### config.mk
export PLATFORM = sky130hd
export DESIGN_NAME = rv32_multicycle_ctrl
export DESIGN_NICKNAME = d
export VERILOG_FILES = /design/src/rtl/rv32_ctrl_pkg.sv /design/src/rtl/rv32_ctrl_word_dec.sv /design/src/rtl/rv32_multicycle_ctrl.sv
export SDC_FILE = /design/constraint.sdc
export NUM_CORES = 1
export LEC_CHECK = 0
export ABC_AREA = 0
export CAP_MARGIN = 20
export CELL_PAD_IN_SITES_DETAIL_PLACEMENT = 2
export CELL_PAD_IN_SITES_GLOBAL_PLACEMENT = 2
export CORE_MARGIN = 3
export CORE_UTILIZATION = 33
export CTS_CLUSTER_DIAMETER = 80
export CTS_CLUSTER_SIZE = 28
export DETAILED_ROUTE_END_ITERATION = 8
export GPL_ROUTABILITY_DRIVEN = 0
export PLACE_DENSITY = 0.95
export SLEW_MARGIN = 0
export SYNTH_ARGS = -nofsm -noshare
export SYNTH_HDL_FRONTEND = slang
export SYNTH_SLANG_ARGS = --single-unit
### constraint.sdc
create_clock -name clk -period 5.6 [get_ports clk]
set_input_delay 1.4 -clock clk [delete_from_list [all_inputs] [get_ports clk]]
set_output_delay 1.4 -clock clk [all_outputs]
set_load 0.005 [all_outputs]
### src/rtl/rv32_ctrl_pkg.sv
// Shared constants and types for the RV32I multi-cycle control unit.
// Opcode, ALU, immediate, writeback, trap-cause and FSM state encodings.
package rv32_ctrl_pkg;

    localparam logic [6:0] OPC_LOAD   = 7'b0000011;
    localparam logic [6:0] OPC_STORE  = 7'b0100011;
    localparam logic [6:0] OPC_BRANCH = 7'b1100011;
    localparam logic [6:0] OPC_JAL    = 7'b1101111;
    localparam logic [6:0] OPC_JALR   = 7'b1100111;
    localparam logic [6:0] OPC_OP_IMM = 7'b0010011;
    localparam logic [6:0] OPC_OP     = 7'b0110011;
    localparam logic [6:0] OPC_LUI    = 7'b0110111;
    localparam logic [6:0] OPC_AUIPC  = 7'b0010111;

    localparam logic [3:0] ALU_ADD    = 4'b0000;
    localparam logic [3:0] ALU_SUB    = 4'b0001;
    localparam logic [3:0] ALU_SLL    = 4'b0010;
    localparam logic [3:0] ALU_SLT    = 4'b0011;
    localparam logic [3:0] ALU_SLTU   = 4'b0100;
    localparam logic [3:0] ALU_XOR    = 4'b0101;
    localparam logic [3:0] ALU_SRL    = 4'b0110;
    localparam logic [3:0] ALU_SRA    = 4'b0111;
    localparam logic [3:0] ALU_OR     = 4'b1000;
    localparam logic [3:0] ALU_AND    = 4'b1001;
    localparam logic [3:0] ALU_PASS_B = 4'b1111;

    localparam logic [2:0] IMM_I = 3'b000;
    localparam logic [2:0] IMM_S = 3'b001;
    localparam logic [2:0] IMM_B = 3'b010;
    localparam logic [2:0] IMM_J = 3'b011;
    localparam logic [2:0] IMM_U = 3'b100;

    localparam logic [1:0] M2R_ALU  = 2'b00;
    localparam logic [1:0] M2R_LOAD = 2'b01;
    localparam logic [1:0] M2R_PC4  = 2'b10;

    localparam logic [1:0] CAUSE_NONE    = 2'b00;
    localparam logic [1:0] CAUSE_ILLEGAL = 2'b01;
    localparam logic [1:0] CAUSE_IMEM    = 2'b10;
    localparam logic [1:0] CAUSE_DMEM    = 2'b11;

    localparam logic [2:0] ST_IDLE    = 3'd0;
    localparam logic [2:0] ST_FETCH   = 3'd1;
    localparam logic [2:0] ST_DECODE  = 3'd2;
    localparam logic [2:0] ST_EXECUTE = 3'd3;
    localparam logic [2:0] ST_MEM     = 3'd4;
    localparam logic [2:0] ST_WB      = 3'd5;
    localparam logic [2:0] ST_TRAP    = 3'd6;

    typedef enum logic [3:0] {
        CLS_NONE,
        CLS_R,
        CLS_I,
        CLS_LOAD,
        CLS_STORE,
        CLS_BRANCH,
        CLS_JAL,
        CLS_JALR,
        CLS_LUI,
        CLS_AUIPC
    } ins_class_t;

    typedef struct packed {
        ins_class_t cls;
        logic       operand_a;
        logic       operand_b;
        logic [2:0] imm_sel;
        logic [3:0] alu_control;
    } ctrl_word_t;

    // alt selects SUB for fun3=000 and SRA for fun3=101
    function automatic logic [3:0] alu_from_fun3(input logic [2:0] fun3, input logic alt);
        case (fun3)
            3'b000:  return alt ? ALU_SUB : ALU_ADD;
            3'b001:  return ALU_SLL;
            3'b010:  return ALU_SLT;
            3'b011:  return ALU_SLTU;
            3'b100:  return ALU_XOR;
            3'b101:  return alt ? ALU_SRA : ALU_SRL;
            3'b110:  return ALU_OR;
            default: return ALU_AND;
        endcase
    endfunction

endpackage

### src/rtl/rv32_ctrl_word_dec.sv
// Combinational decode of opcode/fun3/fun7 into a control word plus an
// illegal-encoding flag; latched by the FSM during DECODE.
module rv32_ctrl_word_dec
    import rv32_ctrl_pkg::*;
(
    input  logic [6:0] opcode,
    input  logic [2:0] fun3,
    input  logic       fun7,
    output ctrl_word_t cw,
    output logic       illegal
);

    always_comb begin
        cw      = '0;
        illegal = 1'b0;
        case (opcode)
            OPC_OP: begin
                cw.cls         = CLS_R;
                cw.alu_control = alu_from_fun3(fun3, fun7);
                illegal        = fun7 && (fun3 != 3'b000) && (fun3 != 3'b101);
            end
            OPC_OP_IMM: begin
                cw.cls         = CLS_I;
                cw.operand_b   = 1'b1;
                // bit 30 is immediate data except for the shift encodings
                cw.alu_control = alu_from_fun3(fun3, fun7 && (fun3 == 3'b101));
                illegal        = (fun3 == 3'b001) && fun7;
            end
            OPC_LOAD: begin
                cw.cls       = CLS_LOAD;
                cw.operand_b = 1'b1;
                illegal      = (fun3 == 3'b011) || (fun3 == 3'b110) || (fun3 == 3'b111);
            end
            OPC_STORE: begin
                cw.cls       = CLS_STORE;
                cw.operand_b = 1'b1;
                cw.imm_sel   = IMM_S;
                illegal      = (fun3 > 3'b010);
            end
            OPC_BRANCH: begin
                cw.cls       = CLS_BRANCH;
                cw.operand_a = 1'b1;
                cw.operand_b = 1'b1;
                cw.imm_sel   = IMM_B;
                illegal      = (fun3 == 3'b010) || (fun3 == 3'b011);
            end
            OPC_JAL: begin
                cw.cls       = CLS_JAL;
                cw.operand_a = 1'b1;
                cw.operand_b = 1'b1;
                cw.imm_sel   = IMM_J;
            end
            OPC_JALR: begin
                cw.cls       = CLS_JALR;
                cw.operand_b = 1'b1;
                illegal      = (fun3 != 3'b000);
            end
            OPC_LUI: begin
                cw.cls         = CLS_LUI;
                cw.operand_b   = 1'b1;
                cw.imm_sel     = IMM_U;
                cw.alu_control = ALU_PASS_B;
            end
            OPC_AUIPC: begin
                cw.cls       = CLS_AUIPC;
                cw.operand_a = 1'b1;
                cw.operand_b = 1'b1;
                cw.imm_sel   = IMM_U;
            end
            default: illegal = 1'b1;
        endcase
    end

endmodule

### src/rtl/rv32_multicycle_ctrl.sv
// Multi-cycle RV32I control FSM: sequences fetch/decode/execute/mem/wb,
// holds the latched control word, memory-wait timeout and instret counter.
//
//   state   | meaning
//   IDLE    | post-reset, all strobes low
//   FETCH   | imem request, IR load on ready
//   DECODE  | latch control word, check legality
//   EXECUTE | ALU operation, branches/jumps retire here
//   MEM     | data access, stores retire on ready
//   WB      | register writeback, retire
//   TRAP    | sticky fault, exits only on reset
module rv32_multicycle_ctrl
    import rv32_ctrl_pkg::*;
#(
    parameter int MEM_TIMEOUT = 16,
    parameter bit TIMEOUT_EN  = 1'b1,
    parameter int CNT_W       = 32
) (
    input  logic             clk,
    input  logic             rst,
    input  logic [6:0]       opcode,
    input  logic [2:0]       fun3,
    input  logic             fun7,
    input  logic             br_taken,
    input  logic             imem_ready,
    input  logic             dmem_ready,
    output logic             imem_req,
    output logic             ir_en,
    output logic             pc_en,
    output logic             next_sel,
    output logic             dmem_req,
    output logic             dmem_we,
    output logic             reg_write,
    output logic [1:0]       mem_to_reg,
    output logic             operand_a,
    output logic             operand_b,
    output logic [2:0]       imm_sel,
    output logic [3:0]       alu_control,
    output logic             trap,
    output logic [1:0]       trap_cause,
    output logic [CNT_W-1:0] instret
);

    localparam int            TW       = $clog2(MEM_TIMEOUT);
    localparam logic [TW-1:0] TMO_LAST = TW'(MEM_TIMEOUT - 1);

    logic [2:0]    state, state_nxt;
    ctrl_word_t    cw_q, cw_dec;
    logic          illegal;
    logic [TW-1:0] tmo_cnt, tmo_nxt;
    logic [1:0]    cause_q, cause_nxt;
    logic          retire;
    logic          tmo_at_last;
    logic          tmo_hit;

    rv32_ctrl_word_dec u_dec (
        .opcode  (opcode),
        .fun3    (fun3),
        .fun7    (fun7),
        .cw      (cw_dec),
        .illegal (illegal)
    );

    assign tmo_at_last = (tmo_cnt == TMO_LAST);
    assign tmo_hit     = TIMEOUT_EN && tmo_at_last;

    // Counter is zero outside the wait loops, so every FETCH/MEM entry starts at 0
    always_comb begin
        state_nxt = state;
        tmo_nxt   = '0;
        cause_nxt = cause_q;
        retire    = 1'b0;
        case (state)
            ST_IDLE: state_nxt = ST_FETCH;
            ST_FETCH: begin
                if (imem_ready) begin
                    state_nxt = ST_DECODE;
                end else if (tmo_hit) begin
                    state_nxt = ST_TRAP;
                    cause_nxt = CAUSE_IMEM;
                end else begin
                    tmo_nxt = tmo_at_last ? tmo_cnt : tmo_cnt + 1'b1;
                end
            end
            ST_DECODE: begin
                if (illegal) begin
                    state_nxt = ST_TRAP;
                    cause_nxt = CAUSE_ILLEGAL;
                end else begin
                    state_nxt = ST_EXECUTE;
                end
            end
            ST_EXECUTE: begin
                case (cw_q.cls)
                    CLS_BRANCH, CLS_JAL, CLS_JALR: begin
                        state_nxt = ST_FETCH;
                        retire    = 1'b1;
                    end
                    CLS_LOAD, CLS_STORE: state_nxt = ST_MEM;
                    default:             state_nxt = ST_WB;
                endcase
            end
            ST_MEM: begin
                if (dmem_ready) begin
                    if (cw_q.cls == CLS_STORE) begin
                        state_nxt = ST_FETCH;
                        retire    = 1'b1;
                    end else begin
                        state_nxt = ST_WB;
                    end
                end else if (tmo_hit) begin
                    state_nxt = ST_TRAP;
                    cause_nxt = CAUSE_DMEM;
                end else begin
                    tmo_nxt = tmo_at_last ? tmo_cnt : tmo_cnt + 1'b1;
                end
            end
            ST_WB: begin
                state_nxt = ST_FETCH;
                retire    = 1'b1;
            end
            ST_TRAP: state_nxt = ST_TRAP;
            default: state_nxt = ST_IDLE;
        endcase
    end

    always_ff @(posedge clk or posedge rst) begin
        if (rst) begin
            state   <= ST_IDLE;
            cw_q    <= '0;
            tmo_cnt <= '0;
            cause_q <= CAUSE_NONE;
            instret <= '0;
        end else begin
            state   <= state_nxt;
            tmo_cnt <= tmo_nxt;
            cause_q <= cause_nxt;
            if (state == ST_DECODE) begin
                cw_q <= cw_dec;
            end
            if (retire) begin
                instret <= instret + CNT_W'(1);
            end
        end
    end

    always_comb begin
        imem_req    = 1'b0;
        ir_en       = 1'b0;
        pc_en       = 1'b0;
        next_sel    = 1'b0;
        dmem_req    = 1'b0;
        dmem_we     = 1'b0;
        reg_write   = 1'b0;
        mem_to_reg  = M2R_ALU;
        operand_a   = 1'b0;
        operand_b   = 1'b0;
        imm_sel     = IMM_I;
        alu_control = ALU_ADD;
        trap        = 1'b0;
        if (state == ST_EXECUTE || state == ST_MEM || state == ST_WB) begin
            operand_a   = cw_q.operand_a;
            operand_b   = cw_q.operand_b;
            imm_sel     = cw_q.imm_sel;
            alu_control = cw_q.alu_control;
        end
        case (state)
            ST_FETCH: begin
                imem_req = 1'b1;
                ir_en    = imem_ready;
            end
            ST_EXECUTE: begin
                case (cw_q.cls)
                    CLS_BRANCH: begin
                        pc_en    = 1'b1;
                        next_sel = br_taken;
                    end
                    CLS_JAL, CLS_JALR: begin
                        pc_en      = 1'b1;
                        next_sel   = 1'b1;
                        reg_write  = 1'b1;
                        mem_to_reg = M2R_PC4;
                    end
                    default: ;
                endcase
            end
            ST_MEM: begin
                dmem_req = 1'b1;
                dmem_we  = (cw_q.cls == CLS_STORE);
                pc_en    = (cw_q.cls == CLS_STORE) && dmem_ready;
            end
            ST_WB: begin
                reg_write  = 1'b1;
                pc_en      = 1'b1;
                mem_to_reg = (cw_q.cls == CLS_LOAD) ? M2R_LOAD : M2R_ALU;
            end
            ST_TRAP: trap = 1'b1;
            default: ;
        endcase
    end

    assign trap_cause = cause_q;

endmodule

==> flow_metrics.tcl, run 1 <==
set metrics [dict create \
    run_status "finished, final reports clean" \
    holdWs_ns 0.4851 \
    largest_voltage_drop_on_the_vdd_net_mv 0.1826 \
    ys_seq_area_share_pct 45.72 \
    tritoncts "yes" \
    cellInternalPower_uw 735.0 \
    drt_first_pass_iters 4 \
    first_global_vias 2896 \
    hold_viol 0 \
    ys_top_cells_by_area "sky130_fd_sc_hd__dfrtp_1, sky130_fd_sc_hd__xnor2_1, sky130_fd_sc_hd__nand2_1" \
    clock_tree_skew_after_final_layout_ns 0.01229 \
    timing_worst_setup_path_type "input port to primary output" \
    achievable-frequency_ghz 0.2214 \
    synth-edff-count 0 \
    clock_buffers_created_by_tritoncts 5 \
    place_area_mm2 0.003714 \
    netSwitchingFraction_pct 37.87 \
    drc_violation_count_after_routing 0 \
    synthDominantCellAreaShare_pct 45.72 \
    chipWidth_um 100.6 \
    site_rows 33 \
    power.switching_uw 448.0 \
    numPortBuffers 68 \
    post-place-ws_ns 1.105 \
    die_y_um 100.6 \
    clk_pin_slew_worst_paths_ns 0.10 \
    global_route_wire_length_before_repair_mm 15.68 \
    setup_viol 0 \
    cts_repair_resize_count 0 \
    hp-class "register to register" \
    worst_pin_slew_ns 0.9571 \
    htree_levels 2 \
    stdcell_count 482 \
    drtIter0Drc 79 \
    worstSkewPairLatency_ns 0.32 \
    timing.final.max_slew_violations 0 \
    cts_root_buffer "sky130_fd_sc_hd__clkbuf_8" \
    synth-warning-count 0 \
    routed_len_inst_um 19.92 \
    synth_area_leader_cell "sky130_fd_sc_hd__dfrtp_1" \
    dieArea_mm2 0.01013 \
    cts_hold_buffers 0 \
    power_frac_seq_pct 46.7 \
    final.setup.worst_slack_ns 1.083 \
    layout_min_cycle_time_ns 4.517 \
    grt_usage_pct 19.47 \
    number_of_setup_buffers_added_after_cts 0 \
    share_clk_of_total_power_pct 19.5 \
    dp.cells 474 \
    ys_ff_latch 54 \
    starting_density_of_the_core_pct 34.91 \
    ys_dominant_reg_cell "sky130_fd_sc_hd__dfrtp_1" \
    regToRegSetupSlack_ns 2.95 \
    rsz0062_at_grt "false" \
    power_density_mw_per_mm2 311.0 \
    synth.distinct_cells 51 \
    finalWirelength_mm 9.601 \
    finish.net_count 394 \
    coreArea_mm2 0.008464 \
    globalRouteOverflowTotal 0 \
    flow.area_growth_from_synthesis_pct 28.70 \
    netlist_instances 314 \
    avgViaCountPerCell 5.473 \
    route.antenna.remaining_nets 0 \
    synth_area_per_cell_um2 9.412 \
    hpwlAfterDp_mm 6.949 \
    worstPathArrival_ns 3.12 \
    critPathCaptureType "primary output" \
    grt_max_degree 55 \
    postSynth.asyncResetShare_pct 100.0 \
    min_path_cells 2 \
    insertedDiodeCount 0 \
    start_kind "input port" \
    worst-r2r-cell-count 5 \
    worst-endpoint-required_ns 4.20 \
    leakage_power_nw 1.633 \
    setup_tns_ns 0 \
    fin_crit_sh_pct 80.65 \
    stdcell_area_mm2 0.003804 \
    p_comb_share_pct 33.8 \
    crit_path_max_fanout 5 \
    clock-sinks 54 \
    top_level_ports 69 \
    syn-cell-area_mm2 0.002955 \
    mappedNetlistNets 332 \
    max_cap_violations 0 \
    post_route_cells_drive_above_1_share_pct 5.570 \
    grt_antenna_before_repair 0 \
    clock_path_buffers 2 \
    slew_headroom_pct 36.19 \
    route.vias.total 2638 \
]
cells in the final DEF, fill, tap and decap left out, types with 3 or more instances in the layout:
cell type and instances:
sky130_fd_sc_hd__nor4_1 3, sky130_fd_sc_hd__a31oi_1 6, sky130_fd_sc_hd__a22o_1 3, sky130_fd_sc_hd__xor2_1 8, sky130_fd_sc_hd__inv_1 12, sky130_fd_sc_hd__clkdlybuf4s50_1 68, sky130_fd_sc_hd__clkbuf_8 5, sky130_fd_sc_hd__and2_1 3
sky130_fd_sc_hd__and4_1 3, sky130_fd_sc_hd__nand2b_1 5, sky130_fd_sc_hd__xnor2_1 24, sky130_fd_sc_hd__nor2b_1 12, sky130_fd_sc_hd__nand3_1 15, sky130_fd_sc_hd__a21oi_1 13, sky130_fd_sc_hd__nor2_1 23, sky130_fd_sc_hd__o21ai_0 17
sky130_fd_sc_hd__nand4_1 9, sky130_fd_sc_hd__dfrtp_1 54, sky130_fd_sc_hd__nand3b_1 6, sky130_fd_sc_hd__nand2_1 28, sky130_fd_sc_hd__nor3_1 10, sky130_fd_sc_hd__and3_1 11
path summary, 6_finish.rpt:
| check | startpoint | endpoint |
|---|---|---|
| worst min register to register | cw_q[2] | cw_q[2] |
| worst max-delay path | dmem_ready | pc_en |
| worst max register to register | cw_q[10] | instret[14] |
| max in group asynchronous | rst | cw_q[7] |
| worst min-delay path | cw_q[2] | cw_q[2] |
| min in group asynchronous | rst | instret[17] |
worst max-delay path, cell delays in order:
cell,delay (ns)
sky130_fd_sc_hd__clkdlybuf4s50_1,0.60
sky130_fd_sc_hd__nand4_1,0.32
sky130_fd_sc_hd__nand2_1,0.25
sky130_fd_sc_hd__clkdlybuf4s50_1,0.54
state kept, by name, summed over array words and instances (netlist names):
| name | flops |
|---|---|
| instret | 32 |
| state | 3 |
| trap_cause | 2 |
| tmo_cnt | 4 |
| cw_q | 13 |
logic make-up after synthesis:
logic type               Yosys count  synth area share [%]
multiplexers                       3                 1.058
AND/OR/NAND/NOR                  136                 25.02
adder cells (fa/ha/maj)            2                0.8466
XOR/XNOR                          32                 9.484
AO/OA/AOI/OAI                     60                 14.14
flip-flops                        54                 45.72
buffers and inverters             27                 3.725
metrics by stage:
| stage | power (mW) | util [%] |
|---|---|---|
| final | 1.183 | 44.94 |
| after global routing | 1.263 | 44.94 |
| after CTS | 1.195 | 44.94 |
| after detailed placement | 0.9541 | 43.87 |
| after global placement | 0.9185 | 43.87 |
| after floorplan | 0.7556 | - |
cell usage after synthesis (5+ instances only):
library cell,n
sky130_fd_sc_hd__a21oi_1,13
sky130_fd_sc_hd__and3_1,11
sky130_fd_sc_hd__nor2_1,23
sky130_fd_sc_hd__nor2b_1,12
sky130_fd_sc_hd__nor3_1,10
sky130_fd_sc_hd__nand2b_1,5
sky130_fd_sc_hd__a31oi_1,6
sky130_fd_sc_hd__xnor2_1,24
sky130_fd_sc_hd__xor2_1,8
sky130_fd_sc_hd__o21ai_0,17
sky130_fd_sc_hd__dfrtp_1,54
sky130_fd_sc_hd__nand3_1,15
sky130_fd_sc_hd__nand3b_1,6
sky130_fd_sc_hd__inv_1,13
sky130_fd_sc_hd__nand4_1,9
sky130_fd_sc_hd__clkbuf_1,12
sky130_fd_sc_hd__nand2_1,28
power groups by stage:
stage / clock network [mW] / logic, mW / registers (mW)
CTS: 0.237 / 0.406 / 0.552
finish: 0.231 / 0.400 / 0.552
floorplan: 0 / 0.240 / 0.515
detailed placement: 0 / 0.396 / 0.558
global route: 0.254 / 0.442 / 0.566
global placement: 0 / 0.371 / 0.548
per-layer routing:
layer	global-route usage, %	vias to the layer above	share of wire (%)
li1	-	1220	-
met1	24.97	1350	43
met2	34.84	58	54
met3	2.976	10	2.6
met4	3.523	0	1.1
met5	0	-	0
cell type report:
class	instances	area, µm²
Clock buffer	5	68.82
Multi-Input combinational cell	233	1494
Clock inverter	3	21.27
Fill cell	906	4661
Inverter	13	48.80
Timing Repair Buffer	69	688.2
Sequential cell	54	1351
Tap cell	105	131.4
(Power assumes the default switching activity.)
==> run 2: changes to the inputs <==
CORE_UTILIZATION = 30   (was 33)
PLACE_DENSITY = 0.9   (was 0.95)
clock period = 4.17 ns   (was 5.6 ns; I/O delays follow)
==> run 2 against run 1 <==
  * Core utilization shrank 4.2 points
  * First-iteration DRC count decreased by 18%
  * Clock skew shrank 0.0056 ns
  * Register-to-register slack lost 1.3 ns
  * Combinational power rose by 34%
  * Global-route usage shrank 2.4 points
  * Cell count increased by 5.0%
  * Die area rose by 9.4%
  * Wire length down 5.1%
  * Critical path depth did not move
==> flow_metrics.tcl, run 2 (synthesis gave the netlist of run 1 again) <==
set metrics [dict create \
    run_status "finished, final reports clean" \
    largest_registers "instret (32), cw_q (13), tmo_cnt (4)" \
    globalRouteOverflowTotal 0 \
    cellInternalPower_uw 991.1 \
    crit_path_max_fanout 5 \
    start_kind "input port" \
    grt_max_degree 32 \
    netSwitchingFraction_pct 36.81 \
    cts_hold_buffers 0 \
    share_clk_of_total_power_pct 18.8 \
    holdWs_ns 0.4777 \
    power_mw 1.568 \
    worstPathArrival_ns 2.69 \
    worst-endpoint-required_ns 3.13 \
    finish.net_count 395 \
    layout_min_cycle_time_ns 3.730 \
    routed_len_inst_um 18.01 \
    post_route_cells_drive_above_1_share_pct 5.570 \
    stdcell_count 506 \
    setup_tns_ns 0 \
    tritoncts "yes" \
    insertedDiodeCount 0 \
    clock_path_buffers 2 \
    regToRegSetupSlack_ns 1.61 \
    post-place-ws_ns 0.4303 \
    layout.cells.most_common "sky130_fd_sc_hd__clkdlybuf4s50_1" \
    stdcell_area_mm2 0.003835 \
    power_density_mw_per_mm2 409.0 \
    first_global_vias 2929 \
    critPathCaptureType "primary output" \
    chipWidth_um 105.3 \
    largest_register_ffs 32 \
    max_cap_violations 0 \
    site_rows 35 \
    largest_voltage_drop_on_the_vdd_net_mv 0.1755 \
    global_route_wire_length_before_repair_mm 15.39 \
    finalWirelength_mm 9.113 \
    slew_headroom_pct 44.42 \
    largest_register "instret" \
    rsz0062_at_grt "false" \
    starting_density_of_the_core_pct 31.39 \
    route.vias.total 2560 \
    clk_pin_slew_worst_paths_ns 0.10 \
    drc_violation_count_after_routing 0 \
    final_util_pct 40.73 \
    top_level_ports 69 \
    htree_levels 2 \
    dp.cells 499 \
    hp-class "register to register" \
    top_library_cells_by_usage_in_the_layout_fill_and_taps_aside "sky130_fd_sc_hd__clkdlybuf4s50_1, sky130_fd_sc_hd__dfrtp_1, sky130_fd_sc_hd__nand2_1" \
    drtIter0Drc 65 \
    numPortBuffers 68 \
    hpwlAfterDp_mm 6.850 \
    clock-sinks 54 \
    grt_usage_pct 17.03 \
    route.antenna.remaining_nets 0 \
    timing.final.max_slew_violations 0 \
    number_of_setup_buffers_added_after_cts 0 \
    grt_antenna_before_repair 0 \
    flow.area_growth_from_synthesis_pct 29.76 \
    dieArea_mm2 0.01108 \
    power_frac_seq_pct 47.1 \
    p_comb_share_pct 34.1 \
    worst_pin_slew_ns 0.8337 \
    cts_repair_resize_count 0 \
    final.setup.worst_slack_ns 0.4396 \
    fin_crit_sh_pct 89.46 \
    avgViaCountPerCell 5.059 \
    clock_tree_skew_after_final_layout_ns 0.006706 \
    drt_first_pass_iters 4 \
    hold_viol 0 \
    setup_viol 0 \
    worstSkewPairLatency_ns 0.31 \
    cts_root_buffer "sky130_fd_sc_hd__clkbuf_8" \
    die_y_um 105.3 \
    clock_buffers_created_by_tritoncts 5 \
    timing_worst_setup_path_type "input port to primary output" \
    coreArea_mm2 0.009415 \
    achievable-frequency_ghz 0.2681 \
    place_area_mm2 0.003751 \
    leakage_power_nw 1.629 \
    power.switching_uw 577.4 \
]
run 2: changes by cell type in the layout (fill, tap and decap cells not counted):
cell / previous run / this run
sky130_fd_sc_hd__buf_4: 1 / 2
sky130_fd_sc_hd__clkinv_2: 1 / 0
sky130_fd_sc_hd__clkinv_4: 1 / 0
sky130_fd_sc_hd__clkinvlp_4: 1 / 2
run 2: power groups by stage:
stage | Combinational [mW] | Clock, mW | Sequential, mW
2_1_floorplan | 0.323 | 0 | 0.692
3_3_place_gp | 0.508 | 0 | 0.738
3_5_place_dp | 0.533 | 0 | 0.749
4_1_cts | 0.543 | 0.309 | 0.740
5_1_grt | 0.597 | 0.329 | 0.759
6_report | 0.535 | 0.295 | 0.738
run 2: path summary, 6_finish.rpt:
check	depth (start not counted)	start	endpoint
max	4	dmem_ready	pc_en
min	1	instret[31]	instret[31]
max reg2reg	5	cw_q[10]	instret[14]
min reg2reg	1	instret[31]	instret[31]
max in group asynchronous	3	rst	cw_q[11]
min in group asynchronous	2	rst	instret[18]
run 2: cell type report:
type	instances	area, µm²
fill	1028	5580
multi-input combinational	233	1494
sequential	54	1351
timing repair buffer	70	695.7
tap	129	161.4
clock buffer	5	68.82
inverter	13	48.80
clock inverter	2	15.01
run 2: worst max-delay path, stage by stage:
cell                              delay [ns]
sky130_fd_sc_hd__clkdlybuf4s50_1        0.58
sky130_fd_sc_hd__nand4_1                0.30
sky130_fd_sc_hd__nand2_1                0.23
sky130_fd_sc_hd__clkdlybuf4s50_1        0.53
run 2: routing by layer:
layer | routed length, µm | part of all wire [%] | GRT usage [%] | vias to the layer above
met1 | 4143 | 45 | 21.66 | 1288
met3 | 276 | 3.0 | 2.694 | 10
met4 | 104 | 1.1 | 4.030 | 0
met2 | 4589 | 50 | 30.19 | 39
met5 | 0 | 0 | 0 | -
li1 | - | - | - | 1223
==> run 3: changes to the inputs <==
CORE_ASPECT_RATIO = 1.2   (was default)
==> run 3 against run 2 <==
  * Non-clock buffer count stayed put
  * Wire length is 3.9% lower
  * Worst setup slack worse by 0.051 ns
  * Global-route usage is 0.93 points lower
  * Register-to-register slack better by 0.03 ns
  * Via count is 1.3% higher
  * First-iteration DRC count is 12% higher
  * Critical path depth stayed put
  * Sequential power is 0.8% lower
  * Maximum frequency is 1.3% lower
  * Critical path type unchanged
==> flow_metrics.tcl, run 3 (synthesis gave the netlist of run 1 again) <==
set metrics [dict create \
    achievable-frequency_ghz 0.2645 \
    critPathBufInv 2 \
    largest_register "instret" \
    hpwlAfterDp_mm 6.554 \
    hold_end "cw_q[0]" \
    grtUsageMet3_pct 2.620 \
    path_delay_family "buffers and inverters" \
    worstSkewPairLatency_ns 0.29 \
    layout.cells.most_common "sky130_fd_sc_hd__clkdlybuf4s50_1" \
    top_library_cells_by_usage_in_the_layout_fill_and_taps_aside "sky130_fd_sc_hd__clkdlybuf4s50_1, sky130_fd_sc_hd__dfrtp_1, sky130_fd_sc_hd__nand2_1" \
    stdcell_count 500 \
    tritoncts "yes" \
    cts_root_buffer "sky130_fd_sc_hd__clkbuf_16" \
    layout_min_cycle_time_ns 3.781 \
    min_path_cells 2 \
    slowest_delay_ns 0.54 \
    dieArea_mm2 0.01108 \
    clk_pin_slew_worst_paths_ns 0.07 \
    worstReg2RegEnd "instret[23]" \
    drc_violation_count_after_routing 0 \
    globalRouteMet1Util_pct 18.60 \
    grt_max_usage_layer "met2" \
    flow.area_growth_from_synthesis_pct 31.16 \
    largest_voltage_drop_on_the_vdd_net_mv 0.2205 \
    coreArea_mm2 0.009564 \
    stdcell_area_mm2 0.003876 \
    grt_antenna_before_repair 0 \
    routed_len_inst_um 17.52 \
    rsz0062_at_grt "false" \
    hp-class "register to register" \
    worst-endpoint-required_ns 3.13 \
    finish.net_count 395 \
    worst_path_max_delay_cell "sky130_fd_sc_hd__clkdlybuf4s50_1" \
    start_kind "input port" \
    r2r_path_start "cw_q[9]" \
    worstPathArrival_ns 2.74 \
    drt_first_pass_iters 4 \
    grt_usage_pct 16.10 \
    grt_max_degree 29 \
    slew_headroom_pct 47.65 \
    number_of_setup_buffers_added_after_cts 0 \
    power_density_mw_per_mm2 425.3 \
    hold_viol 0 \
    top_level_ports 69 \
    cts_repair_resize_count 0 \
    hold_path_startpoint "cw_q[0]" \
    htree_levels 2 \
    critPathCaptureType "primary output" \
    avgViaCountPerCell 5.188 \
    dp.cells 493 \
    clock_tree_skew_after_final_layout_ns 0.002341 \
    chipWidth_um 96.61 \
    route.antenna.remaining_nets 0 \
    worst_path_most_repeated_cell "sky130_fd_sc_hd__clkdlybuf4s50_1" \
    largest_registers "instret (32), cw_q (13), tmo_cnt (4)" \
    drtIter0Drc 73 \
    cell_by_cell_trace_of_the_critical_path "clkdlybuf4s50_1, nand4_1, nand2_1, clkdlybuf4s50_1" \
    die_y_um 114.7 \
    max_cap_violations 0 \
    place_area_mm2 0.003744 \
    clock_buffers_created_by_tritoncts 5 \
    insertedDiodeCount 0 \
    regToRegSetupSlack_ns 1.64 \
    fin_crit_sh_pct 90.67 \
    largest_register_ffs 32 \
    timing.final.max_slew_violations 0 \
    clock_path_buffers 2 \
    site_rows 39 \
    setup_tns_ns 0 \
    run_status "finished, final reports clean" \
    starting_density_of_the_core_pct 30.90 \
    timing_worst_setup_path_type "input port to primary output" \
    worst-r2r-cell-count 5 \
    first_global_vias 2875 \
    setup_viol 0 \
    global_route_wire_length_before_repair_mm 14.80 \
    cp_num_cells 4 \
    post_route_cells_drive_above_1_share_pct 5.040 \
    grt_use_met2_pct 30.62 \
    cts_hold_buffers 0 \
    numPortBuffers 68 \
    finalWirelength_mm 8.760 \
    crit_path_max_fanout 5 \
    worst_pin_slew_ns 0.7852 \
    route.vias.total 2594 \
    clock-sinks 54 \
    globalRouteOverflowTotal 0 \
    leakage_power_nw 1.657 \
]
## run 3: worst register-to-register path, cell delays in order (launching register included)
cell	delay [ns]
sky130_fd_sc_hd__dfrtp_1	0.44
sky130_fd_sc_hd__nor2_1	0.38
sky130_fd_sc_hd__nand4_1	0.44
sky130_fd_sc_hd__a211oi_2	0.77
sky130_fd_sc_hd__nand4_1	0.22
sky130_fd_sc_hd__xnor2_1	0.17
## run 3: worst max path at each step
| stage | start | end | slack (ns) |
|---|---|---|---|
| floorplan | dmem_ready | pc_en | 1.68 |
| global placement | dmem_ready | pc_en | 0.47 |
| detailed placement | dmem_ready | pc_en | 0.38 |
| CTS | dmem_ready | pc_en | 0.37 |
| global route | dmem_ready | pc_en | 0.26 |
| finish | dmem_ready | pc_en | 0.39 |
## run 3: layout make-up
type,instances,area (µm²)
fillers,1054,5688
multi-input cells,233,1494
flip-flops and latches,54,1351
repair buffers,70,695.7
well taps,123,153.9
clock buffers,7,132.6
inverters,13,48.80
## run 3: per-layer routing
layer	up-vias	wire length, µm
met5	-	0
met3	12	235
met4	0	180
met1	1309	3603
met2	46	4739
li1	1227	-
## run 3: through the flow
step / power (mW) / utilization, % / hold slack, ns / worst slack [ns]
after CTS: 1.676 / 40.53 / 0.4801 / 0.3714
after detailed placement: 1.267 / 39.14 / 0.4629 / 0.3849
after global routing: 1.769 / 40.53 / 0.4972 / 0.2573
final: 1.649 / 40.53 / 0.4746 / 0.3890
after floorplan: 1.015 / - / 0.4419 / 1.679
after global placement: 1.246 / 39.14 / 0.4539 / 0.4679
## run 3: power breakdown
part           internal [mW]  leakage [nW]  switching, mW  total, mW
Clock                  0.220        0.0640          0.180      0.400
Combinational          0.262         0.869          0.254      0.517
Sequential             0.613         0.724          0.119      0.732
Total                   1.10          1.66          0.553       1.65
